<file path="src/rtl/regfile_ctrl.sv">
// regfile_ctrl: multi-cycle controller that sequences a register file and
// ALU datapath through one instruction at a time. A 16-bit instruction is
// captured into IR on an accepted start, decoded, and stepped through the
// read / execute / write-back states. All control outputs are registered:
// each edge loads the outputs that belong to the state being entered, so
// they are glitch-free Moore outputs aligned with the state register.
module regfile_ctrl (
  input  logic        clk,
  input  logic        reset,
  input  logic        start,
  input  logic [15:0] instr,
  output logic        busy,
  output logic        done,
  output logic        err,
  output logic [2:0]  readnum,
  output logic [2:0]  writenum,
  output logic        write,
  output logic        loada,
  output logic        loadb,
  output logic        loadc,
  output logic        loads,
  output logic        asel,
  output logic        vsel,
  output logic [1:0]  shift,
  output logic [1:0]  ALUop,
  output logic [15:0] sximm8
);

  typedef enum logic [2:0] {
    ST_WAIT,
    ST_DECODE,
    ST_WRITE_IMM,
    ST_GET_A,
    ST_GET_B,
    ST_EXEC,
    ST_WRITE_REG
  } state_t;

  // Instruction classes; ADD and AND share one path (three-operand ALU op).
  typedef enum logic [2:0] {
    K_MOV_IMM,
    K_MOV_REG,
    K_ALU3,
    K_CMP,
    K_MVN,
    K_ILLEGAL
  } kind_t;

  typedef struct packed {
    logic       busy;
    logic       done;
    logic       err;
    logic [2:0] readnum;
    logic [2:0] writenum;
    logic       write;
    logic       loada;
    logic       loadb;
    logic       loadc;
    logic       loads;
    logic       asel;
    logic       vsel;
    logic [1:0] shift;
    logic [1:0] aluop;
  } ctrl_t;

  state_t      state, state_d;
  logic [15:0] ir, ir_d;
  ctrl_t       ctrl;

  // Map opcode [15:13] / op [12:11] onto an instruction class.
  function automatic kind_t classify(logic [15:0] i);
    kind_t k;
    k = K_ILLEGAL;
    case (i[15:13])
      3'b110: begin
        if (i[12:11] == 2'b10)      k = K_MOV_IMM;
        else if (i[12:11] == 2'b00) k = K_MOV_REG;
        else                        k = K_ILLEGAL;
      end
      3'b101: begin
        case (i[12:11])
          2'b01:   k = K_CMP;
          2'b11:   k = K_MVN;
          default: k = K_ALU3;
        endcase
      end
      default: k = K_ILLEGAL;
    endcase
    return k;
  endfunction

  // Control word for a given state and IR; everything not named stays 0.
  function automatic ctrl_t ctrl_for(state_t st, logic [15:0] i);
    ctrl_t c;
    kind_t k;
    c      = '0;
    k      = classify(i);
    c.busy = (st != ST_WAIT);
    case (st)
      ST_DECODE: begin
        if (k == K_ILLEGAL) begin
          c.err  = 1'b1;
          c.done = 1'b1;
        end
      end
      ST_WRITE_IMM: begin
        c.write    = 1'b1;
        c.writenum = i[10:8];
        c.vsel     = 1'b1;
        c.done     = 1'b1;
      end
      ST_GET_A: begin
        c.readnum = i[10:8];
        c.loada   = 1'b1;
      end
      ST_GET_B: begin
        c.readnum = i[2:0];
        c.loadb   = 1'b1;
      end
      ST_EXEC: begin
        c.shift = i[4:3];
        if (k == K_MOV_REG) begin
          c.asel  = 1'b1;
          c.aluop = 2'b00;
        end else begin
          c.aluop = i[12:11];
        end
        if (k == K_CMP) begin
          c.loads = 1'b1;
          c.done  = 1'b1;
        end else begin
          c.loadc = 1'b1;
        end
      end
      ST_WRITE_REG: begin
        c.write    = 1'b1;
        c.writenum = i[7:5];
        c.done     = 1'b1;
      end
      default: c = '0;
    endcase
    return c;
  endfunction

  // Next-state and IR-capture logic.
  always_comb begin
    // NOTE: defaults first so every path assigns both signals and no latch is inferred.
    state_d = state;
    ir_d    = ir;
    case (state)
      ST_WAIT: begin
        if (start) begin
          ir_d    = instr;
          state_d = ST_DECODE;
        end
      end
      ST_DECODE: begin
        case (classify(ir))
          K_MOV_IMM:         state_d = ST_WRITE_IMM;
          K_MOV_REG, K_MVN:  state_d = ST_GET_B;
          K_ALU3, K_CMP:     state_d = ST_GET_A;
          default:           state_d = ST_WAIT;
        endcase
      end
      ST_GET_A:     state_d = ST_GET_B;
      ST_GET_B:     state_d = ST_EXEC;
      ST_EXEC:      state_d = (classify(ir) == K_CMP) ? ST_WAIT : ST_WRITE_REG;
      ST_WRITE_IMM: state_d = ST_WAIT;
      ST_WRITE_REG: state_d = ST_WAIT;
      default:      state_d = ST_WAIT;
    endcase
  end

  // State, IR and registered control outputs; reset clears all of them at once.
  always_ff @(posedge clk or posedge reset) begin
    // NOTE: non-blocking assignments so every register samples pre-edge values.
    if (reset) begin
      state <= ST_WAIT;
      ir    <= '0;
      ctrl  <= '0;
    end else begin
      state <= state_d;
      ir    <= ir_d;
      ctrl  <= ctrl_for(state_d, ir_d);
    end
  end

  assign busy     = ctrl.busy;
  assign done     = ctrl.done;
  assign err      = ctrl.err;
  assign readnum  = ctrl.readnum;
  assign writenum = ctrl.writenum;
  assign write    = ctrl.write;
  assign loada    = ctrl.loada;
  assign loadb    = ctrl.loadb;
  assign loadc    = ctrl.loadc;
  assign loads    = ctrl.loads;
  assign asel     = ctrl.asel;
  assign vsel     = ctrl.vsel;
  assign shift    = ctrl.shift;
  assign ALUop    = ctrl.aluop;
  assign sximm8   = {{8{ir[7]}}, ir[7:0]};

endmodule

</file>
<file path="config.mk">
export PLATFORM = sky130hd
export DESIGN_NAME = regfile_ctrl
export DESIGN_NICKNAME = d
export VERILOG_FILES = /design/src/rtl/regfile_ctrl.sv
export SDC_FILE = /design/constraint.sdc
export NUM_CORES = 1
export LEC_CHECK = 0
export ABC_AREA = 1
export ABC_CLOCK_PERIOD_IN_PS = 5100
export CORE_ASPECT_RATIO = 1.25
export CORE_MARGIN = 3
export CORE_UTILIZATION = 40
export CTS_BUF_LIST = sky130_fd_sc_hd__clkbuf_8
export CTS_CLUSTER_SIZE = 28
export DETAILED_ROUTE_END_ITERATION = 10
export GPL_ROUTABILITY_DRIVEN = 0
export GPL_TIMING_DRIVEN = 1
export PLACE_DENSITY_LB_ADDON = 0.25
export SLEW_MARGIN = 25
export SYNTH_ARGS = -nofsm -noshare
export SYNTH_HDL_FRONTEND = slang
export SYNTH_SLANG_ARGS = --single-unit
</file>
<file path="constraint.sdc">
create_clock -name clk -period 5.1 [get_ports clk]
set_input_delay 0.765 -clock clk [delete_from_list [all_inputs] [get_ports clk]]
set_output_delay 0.765 -clock clk [all_outputs]
set_load 0.005 [all_outputs]
</file>
Word-level counts from Yosys, hierarchy flattened
Cells that the tools add are included.
{ "totals": {"inputBits": 19, "romBits": 0, "latchBits": 0, "out_inout_bits": 36, "n_memories": 0, "reg_bits": 39, "wordCells": 84, "mem_bits_rw": 0} }
{ "classes": {"add_sub_neg": 0, "shift": 0, "div": 0, "magnitude_cmp": 0, "n_reduce_logical": 9, "n_eq_ne": 28, "bitwise_logic": 0, "n_mux": 31, "mul": 0} }
{ "op_table": {"columns": ["operator", "n"], "rows": [
  ["$eq 3x3->1 const B", 11],
  ["$mux 16", 2],
  ["$pmux 3 s2", 5],
  ["$mux 3", 9],
  ["$eq 3x2->1 const B", 7],
  ["$pmux 3 s5", 1],
  ["$eq 3x1->1 const B", 4],
  ["$pmux 3 s3", 1],
  ["$eq 2x2->1 const B", 4],
  ["$mux 1", 8],
  ["$pmux 4 s2", 1],
  ["$logic_not 3->1", 2],
  ["$reduce_or 2->1", 3],
  ["$reduce_or 6->1", 1],
  ["$eq 2x1->1 const B", 2],
  ["$logic_not 2->1", 2],
  ["$mux 2", 2],
  ["$mux 4", 1],
  ["$pmux 1 s3", 1],
  ["$reduce_bool 3->1", 1]
]} }

Longest topological paths before layout
Gate-level depths: netlist of run 1.
{ "depth": {"depth_word": 12, "ltp_mapped": 14, "mapped_depth_nobuf": 14} }

Worst setup path before layout of run 1
OpenSTA, ideal clock, no wires.
{ "synth_timing": {"kind": "in2reg", "startpoint": "input start", "endpoint": "register ctrl, in the netlist writenum[0]", "t_required_ns": 5.023, "path_buffers": 2, "setup_ns": 0.077, "path_slack_ns": 2.943, "cell_stages": 10, "arrival_time_ns": 2.079, "cell_sequence": "buf_2 -> nand3_4 -> buf_2 -> nand3_1 -> inv_1 -> ha_1 -> inv_1 -> nor2_4 -> nand2_1 -> a21oi_1"} }
{ "synth_via": {"elab_chain_len": 4, "word_cells_on_any_way": 7, "cone_classes": "2 x eq/ne; 5 x mux"} }
{ "synth_lines": {"columns": ["item", "line_no", "source"], "rows": [
  ["from (decl)", "10", "input logic start,"],
  ["$mux 3 (*)", "152", "if (start) begin"],
  ["$pmux 3 s5 (*)", "150", "case (state)"],
  ["net state_d[0]", "66", "state_t state, state_d;"],
  ["$eq 3x3->1 or $eq 3x2->1 (tied branches)", "99", "case (st)"],
  ["$pmux 4 s2 (*)", "99", null],
  ["to (signal assigned)", "184", "ctrl <= ctrl_for(state_d, ir_d);"],
  ["to (decl)", "68", "ctrl_t ctrl;"]
]} }
The timed path passes the listed nets; every way through them passes the cells marked *.

Final worst setup path of run 1
Same ends and word-level chain as after synthesis.

==> results by group, run 1 <==
Die
  • Core Box Area: 4530 sq um
  • Initial Util: 42.7%
  • Die X: 68.2 um
  • DIE AREA: 5710 sq um
  • Die height: 83.8 um
  • Io pins: 55
  • Row count: 27

Timing
  • Setup TNS: 0 ns
  • Hold slack final: 0.506 ns
  • Max frequency: 408 MHz
  • Endpoints failing hold: 0
  • Period Utilization, post-route: 48.1%
  • Slew margin rel.: 67.7%
  • Worst-Margin Slew: 0.485 ns
  • Fin. max-slew vios: 0
  • RSZ-0062 raised after global routing: no
  • Final setup vio count: 0
  • Tmin final: 2.45 ns
  • Layout Skew: 0.00743 ns

Setup path
  • RR Startpoint: state[0]
  • Startpoint Class: input pin
  • Crit path DAT: 2.66 ns
  • WP data required: 5.31 ns
  • Worst path slowest cell: clkdlybuf4s50_1
  • Max Fanout on Critical Path: 18
  • Setup CP Type: input pin to flop
  • Worst R2R Path Depth: 12
  • Crit path largest cell delay: 0.56 ns
  • Worst setup EP type: flop
  • Setup slack, reg-to-reg: 3.06 ns
  • FF-to-FF End: asel
  • CP delay by family, top: buffers and inverters
  • Worst Path Buf+Inv: 3
  • CP Cell Sequence: clkdlybuf4s50_1 -> nand3_4 -> nand3_1 -> inv_1 -> ha_1 -> inv_1 -> nor2_4 -> nand2_1 -> a21oi_1
  • Cell mode on critical path: inv_1
  • Worst setup startpoint: start

Yosys
  • Post-synth cell types: 23
  • Post-Syn Area: 1930 sq um
  • Sequential area share after synthesis: 50.5%
  • Seq cells post-synth: 39
  • Post-Synthesis Cells: 225
  • Mean Syn Cell Area: 8.60 sq um
  • Yosys warns: 0
  • Net Count, Synth: 250

CTS
  • Sink Count: 39
  • TritonCTS Buffers: 5
  • Post-cts repair resize count: 0
  • Worst-case clock buffer depth: 2
  • Cts hold-fix bufs: 0
  • Post-CTS setup buffers: 0
  • Clock latency on the worst-skew pair: 0.29 ns
  • CTS tree: yes
  • Root Driver: clkbuf_8
  • Clk pin slew, worst setup/hold paths: 0.07 ns
  • H-tree level count: 2

Hold path
  • Hold path start: ir[3]
  • Hold Path Class: flop to flop
  • Worst Hold Endpoint: ir[3]
  • Hold Path Stages: 2

Pwr
  • Peak VDD IR: 0.209 mV
  • PD cells: 538 nW/um^2
  • Leakage: 1.27 nW
  • Internal Pwr Total: 0.830 mW
  • Psw: 0.524 mW
  • Clock share of power: 16.5%
  • Comb pwr share: 47.9%
  • Reg power frac: 35.6%
  • Sw frac: 38.7%

Route
  • WL/cell: 11.8 um
  • 1st-iter DRT viols: 78
  • Routed Wire Length: 3.87 mm
  • DR vias/cell: 4.50
  • Post-DRT Antenna Nets: 0
  • DRT Pass-1 Iters: 4
  • Remaining DRCs: 0
  • Routed vias: 1470

Layout
  • Layout cell share with drive strength beyond 1: 10.4%
  • Final net count: 293
  • Area grow syn2layout: 30.1%
  • Commonest non-fill, non-tap cell in the layout: nand2_1
  • Antenna cells: 0
  • Most frequent cells in the layout: nand2_1, clkdlybuf4s50_1, dfrtp_1, inv_1, nor2_1

Placement
  • Detailed Place HPWL: 2.93 mm
  • PortBufs: 54

Global routing
  • First-pass GRT wire length: 6.27 mm
  • GR Util All Layers: 14.7%
  • Largest net degree at the start of global routing: 40
  • Remaining global-route overflow: 0
  • Initial antenna violation count: 0
  • Vias in the first global route: 1315

Flow run
  • Max cap viols: 0

Run status
  • Status: finished clean
worst max path at each step:
stage,end,slack [ns],depth (start not counted)
after floorplan,writenum[0],2.94,10
after global placement,writenum[1],2.40,9
after detailed placement,writenum[1],2.33,9
after CTS,writenum[1],2.65,9
after global routing,writenum[0],2.49,9
final,writenum[0],2.65,9
state kept, by name, summed over array words and instances, names as in the netlist:
signal and flops:
ALUop 2, done 1, err 1, asel 1
loadc 1, shift 2, state 3, readnum 3
loadb 1, busy 1, loads 1, loada 1
write 1, vsel 1, writenum 3, ir 16
cell families after synthesis:
| family | synth area share (%) |
|---|---|
| flops | 50.5 |
| fa+ha+maj | 3.88 |
| compound gates | 5.43 |
| simple gates | 26.9 |
| buf+inv | 13.3 |
Yosys cell counts (all sizes together):
library cell   n  area (sq um)
a21oi          7          42.5
nor3           1          5.00
nor2          18          95.1
nand3         12          72.6
inv           32           120
nand2         79           317
ha             6          75.1
dfrtp         39           976
o22ai          1          6.26
a22o           3          26.3
nand4          5          31.3
o21ai          3          30.0
buf           19           138
layout make-up:
class,instances,area [sq um]
inverters,32,120
flip-flops and latches,39,976
well taps,58,72.6
clock inverters,1,3.75
clock buffers,7,96.3
multi-input cells,135,701
repair buffers,55,548
fillers,425,2010
through the flow:
stage          area (sq um)  total power [mW]  utilization [%]  std cells  worst slack, ns
3_3_place_gp           2420              1.13             53.4        319             2.40
6_report               2520              1.35             55.6        327             2.65
4_1_cts                2520              1.37             55.6        327             2.65
2_1_floorplan          1930             0.933                -        225             2.94
5_1_grt                2520              1.47             55.6        327             2.49
3_5_place_dp           2420              1.14             53.4        319             2.33
metal layers:
layer  vias to the layer above  global-route usage, %  share of wire (%)
li1                        755                      -                  -
met1                       668                   18.9                 43
met2                        42                   22.1                 48
met3                         5                   4.31                7.1
met4                         0                   7.05                2.2
met5                         -                      0                  0
power groups by stage:
stage	sequential (mW)	clock [mW]	combinational [mW]
CTS	0.483	0.230	0.657
global route	0.496	0.242	0.730
detailed placement	0.489	0	0.655
finish	0.482	0.224	0.648
floorplan	0.479	0	0.454
global placement	0.488	0	0.646
tightest hold or removal path: cells and delay by family (launching register included):
family	cells	cell delay [ns]
flip-flops	1	0.35
AND/OR/NAND/NOR	2	0.13
No activity file was read; power rests on OpenSTA's default activity.
==> run 2, diff against run 1 <==
--- a/config.mk
+++ b/config.mk
@@ -6,7 +6,7 @@
 export NUM_CORES = 1
 export LEC_CHECK = 0
 export ABC_AREA = 1
-export ABC_CLOCK_PERIOD_IN_PS = 5100
+export ABC_CLOCK_PERIOD_IN_PS = 2000
 export CORE_ASPECT_RATIO = 1.25
 export CORE_MARGIN = 3
 export CORE_UTILIZATION = 40
==> constraint.sdc (replaced) <==
create_clock -name clk -period 2 [get_ports clk]
set_input_delay 0.3 -clock clk [delete_from_list [all_inputs] [get_ports clk]]
set_output_delay 0.3 -clock clk [all_outputs]
set_load 0.005 [all_outputs]
==> run 2 against run 1 <==
Against the previous run:
- cell count rose by 2.4%
- combinational power grew to 2.7 times the previous value
- first-iteration DRC count shrank 3.8%
- clock skew down 0.0031 ns
- via count increased by 2.1%
- die area unchanged
- register-to-register slack worse by 2.8 ns
- critical endpoint unchanged
- largest cell class unchanged
==> results by group, run 2 (same netlist as run 1, synthesis figures left out) <==
CTS
  • Worst-case clock buffer depth: 2 (unchanged)
  • Sink Count: 39 (unchanged)
  • Root Driver: clkbuf_8
  • H-tree level count: 2 (unchanged)
  • Clock latency on the worst-skew pair: 0.28 ns (about the same)
  • CTS tree: yes
  • Post-CTS setup buffers: 0 (unchanged)
  • Clk pin slew, worst setup/hold paths: 0.07 ns (about the same)
  • Cts hold-fix bufs: 0 (unchanged)
  • TritonCTS Buffers: 5 (unchanged)
  • Post-cts repair resize count: 0 (unchanged)

Timing
  • Endpoints failing hold: 0 (unchanged)
  • Layout Skew: 0.00436 ns (-0.00307 ns)
  • Setup TNS: 0 ns (unchanged)
  • Max frequency: 560 MHz
  • Final setup vio count: 0 (unchanged)
  • Worst-Margin Slew: 0.471 ns (-0.0135 ns)
  • Tmin final: 1.78 ns
  • Fin. max-slew vios: 0 (unchanged)
  • Period Utilization, post-route: 89.2%
  • Slew margin rel.: 68.6% (+0.90 points)

Die
  • Row count: 27 (unchanged)
  • Core Box Area: 4530 sq um (unchanged)
  • Io pins: 55 (unchanged)
  • Initial Util: 42.7% (unchanged)
  • Die X: 68.2 um (unchanged)
  • Die height: 83.8 um (unchanged)
  • DIE AREA: 5710 sq um (unchanged)

Route
  • Post-DRT Antenna Nets: 0 (unchanged)
  • DR vias/cell: 4.48 (-0.33%)
  • DRT Pass-1 Iters: 4 (unchanged)
  • Routed Wire Length: 3.75 mm (-3.0%)
  • WL/cell: 11.2 um (-5.3%)
  • Remaining DRCs: 0 (unchanged)
  • Routed vias: 1501 (+2.1%)
  • 1st-iter DRT viols: 75 (-3.8%)

Setup path
  • RR Startpoint: state[0]
  • Crit path DAT: 1.98 ns (-0.68 ns)
  • Setup CP Type: flop to flop
  • Worst R2R Path Depth: 12 (unchanged)
  • Max Fanout on Critical Path: 4 (-14)
  • Worst setup startpoint: state[0]
  • Setup slack, reg-to-reg: 0.22 ns (-2.84 ns)
  • Startpoint Class: flop
  • WP data required: 2.20 ns (-3.11 ns)
  • FF-to-FF End: writenum[0]
  • Worst setup EP type: flop

Placement
  • Detailed Place HPWL: 2.91 mm (-0.65%)
  • Placed Cells: 327 (+2.5%)
  • PortBufs: 54 (unchanged)

Layout
  • Area grow syn2layout: 33.9%
  • # fillers: 418 (-1.6%)
  • Layout cell share with drive strength beyond 1: 14.4% (+4.0 points)
  • Max reg flops: 16 (unchanged)
  • Layout Cells excl Fill: 335 (+2.4%)
  • Final net count: 301 (+2.7%)
  • Commonest non-fill, non-tap cell in the layout: nand2_1
  • Antenna cells: 0 (unchanged)
  • Top reg by flops: ir
  • Most frequent cells in the layout: nand2_1, clkdlybuf4s50_1, dfrtp_1, inv_1, nor2_1

Pwr
  • Leakage: 1.32 nW (+3.7%)
  • PnR Total Power: 3.52 mW (+160%)
  • Peak VDD IR: 0.636 mV (+200%)
  • PD cells: 1360 nW/um^2 (+150%)

Global routing
  • GR Util All Layers: 14.4% (-0.26 points)
  • Initial antenna violation count: 0 (unchanged)
  • Largest net degree at the start of global routing: 40 (unchanged)
  • First-pass GRT wire length: 6.23 mm (-0.67%)
  • Remaining global-route overflow: 0 (unchanged)
  • Vias in the first global route: 1398 (+6.3%)

Run status
  • Status: finished clean

Flow run
  • Max cap viols: 0 (unchanged)

Hold path
  • Hold Path Class: input pin to asynchronous set/reset pin
run 2: where the power goes:
| part | total [mW] | switching (mW) | internal (mW) | leakage, nW |
|---|---|---|---|---|
| clock network | 0.551 | 0.242 | 0.309 | 0.0557 |
| logic | 1.76 | 0.926 | 0.830 | 0.756 |
| registers | 1.22 | 0.160 | 1.06 | 0.509 |
run 2: layer usage:
metal | vias up | wire length (um) | global-route usage (%) | share of wire (%)
li1 | 778 | - | - | -
met1 | 681 | 1600 | 17.1 | 43
met2 | 36 | 1870 | 23.8 | 50
met3 | 6 | 212 | 3.37 | 5.7
met4 | 0 | 72 | 7.05 | 1.9
met5 | - | 0 | 0 | 0
run 2: worst max-delay path by stage:
| stage | to | slack, ns | depth (start not counted) |
|---|---|---|---|
| floorplan | readnum[0] | 0.23 | 9 |
| global placement | writenum[2] | 0.05 | 9 |
| detailed placement | writenum[1] | 0.03 | 9 |
| CTS | writenum[0] | 0.10 | 12 |
| global route | writenum[0] | -0.02 | 12 |
| finish | writenum[0] | 0.22 | 12 |
run 2: worst max-delay path, stage by stage (launching register included):
cell and delay, ns:
dfrtp_1 0.35, inv_1 0.08, nor2_1 0.14, nand2_1 0.07, inv_1 0.07, nand3_1 0.15, nand3_2 0.13, buf_4 0.14
ha_2 0.20, inv_1 0.07, nor2_4 0.12, nand2_1 0.06, a21oi_1 0.14
run 2: area by class of cell:
class,count,area (sq um),area share (%)
clock buffers,7,96.3,3.72
clock inverters,1,3.75,0.145
inverters,32,120,4.64
multi-input cells,135,713,27.5
flip-flops and latches,39,976,37.7
well taps,58,72.6,2.80
repair buffers,63,608,23.5
run 2: through the flow:
stage / setup WS, ns / area, sq um / hold WS [ns] / util (%)
6_report: 0.215 / 2590 / 0.423 / 57.2
5_1_grt: -0.0206 / 2590 / 0.487 / 57.2
4_1_cts: 0.104 / 2580 / 0.429 / 56.9
3_5_place_dp: 0.0258 / 2480 / 0.487 / 54.7
3_3_place_gp: 0.0526 / 2480 / 0.485 / 54.7
2_1_floorplan: 0.232 / 1930 / 0.428 / -
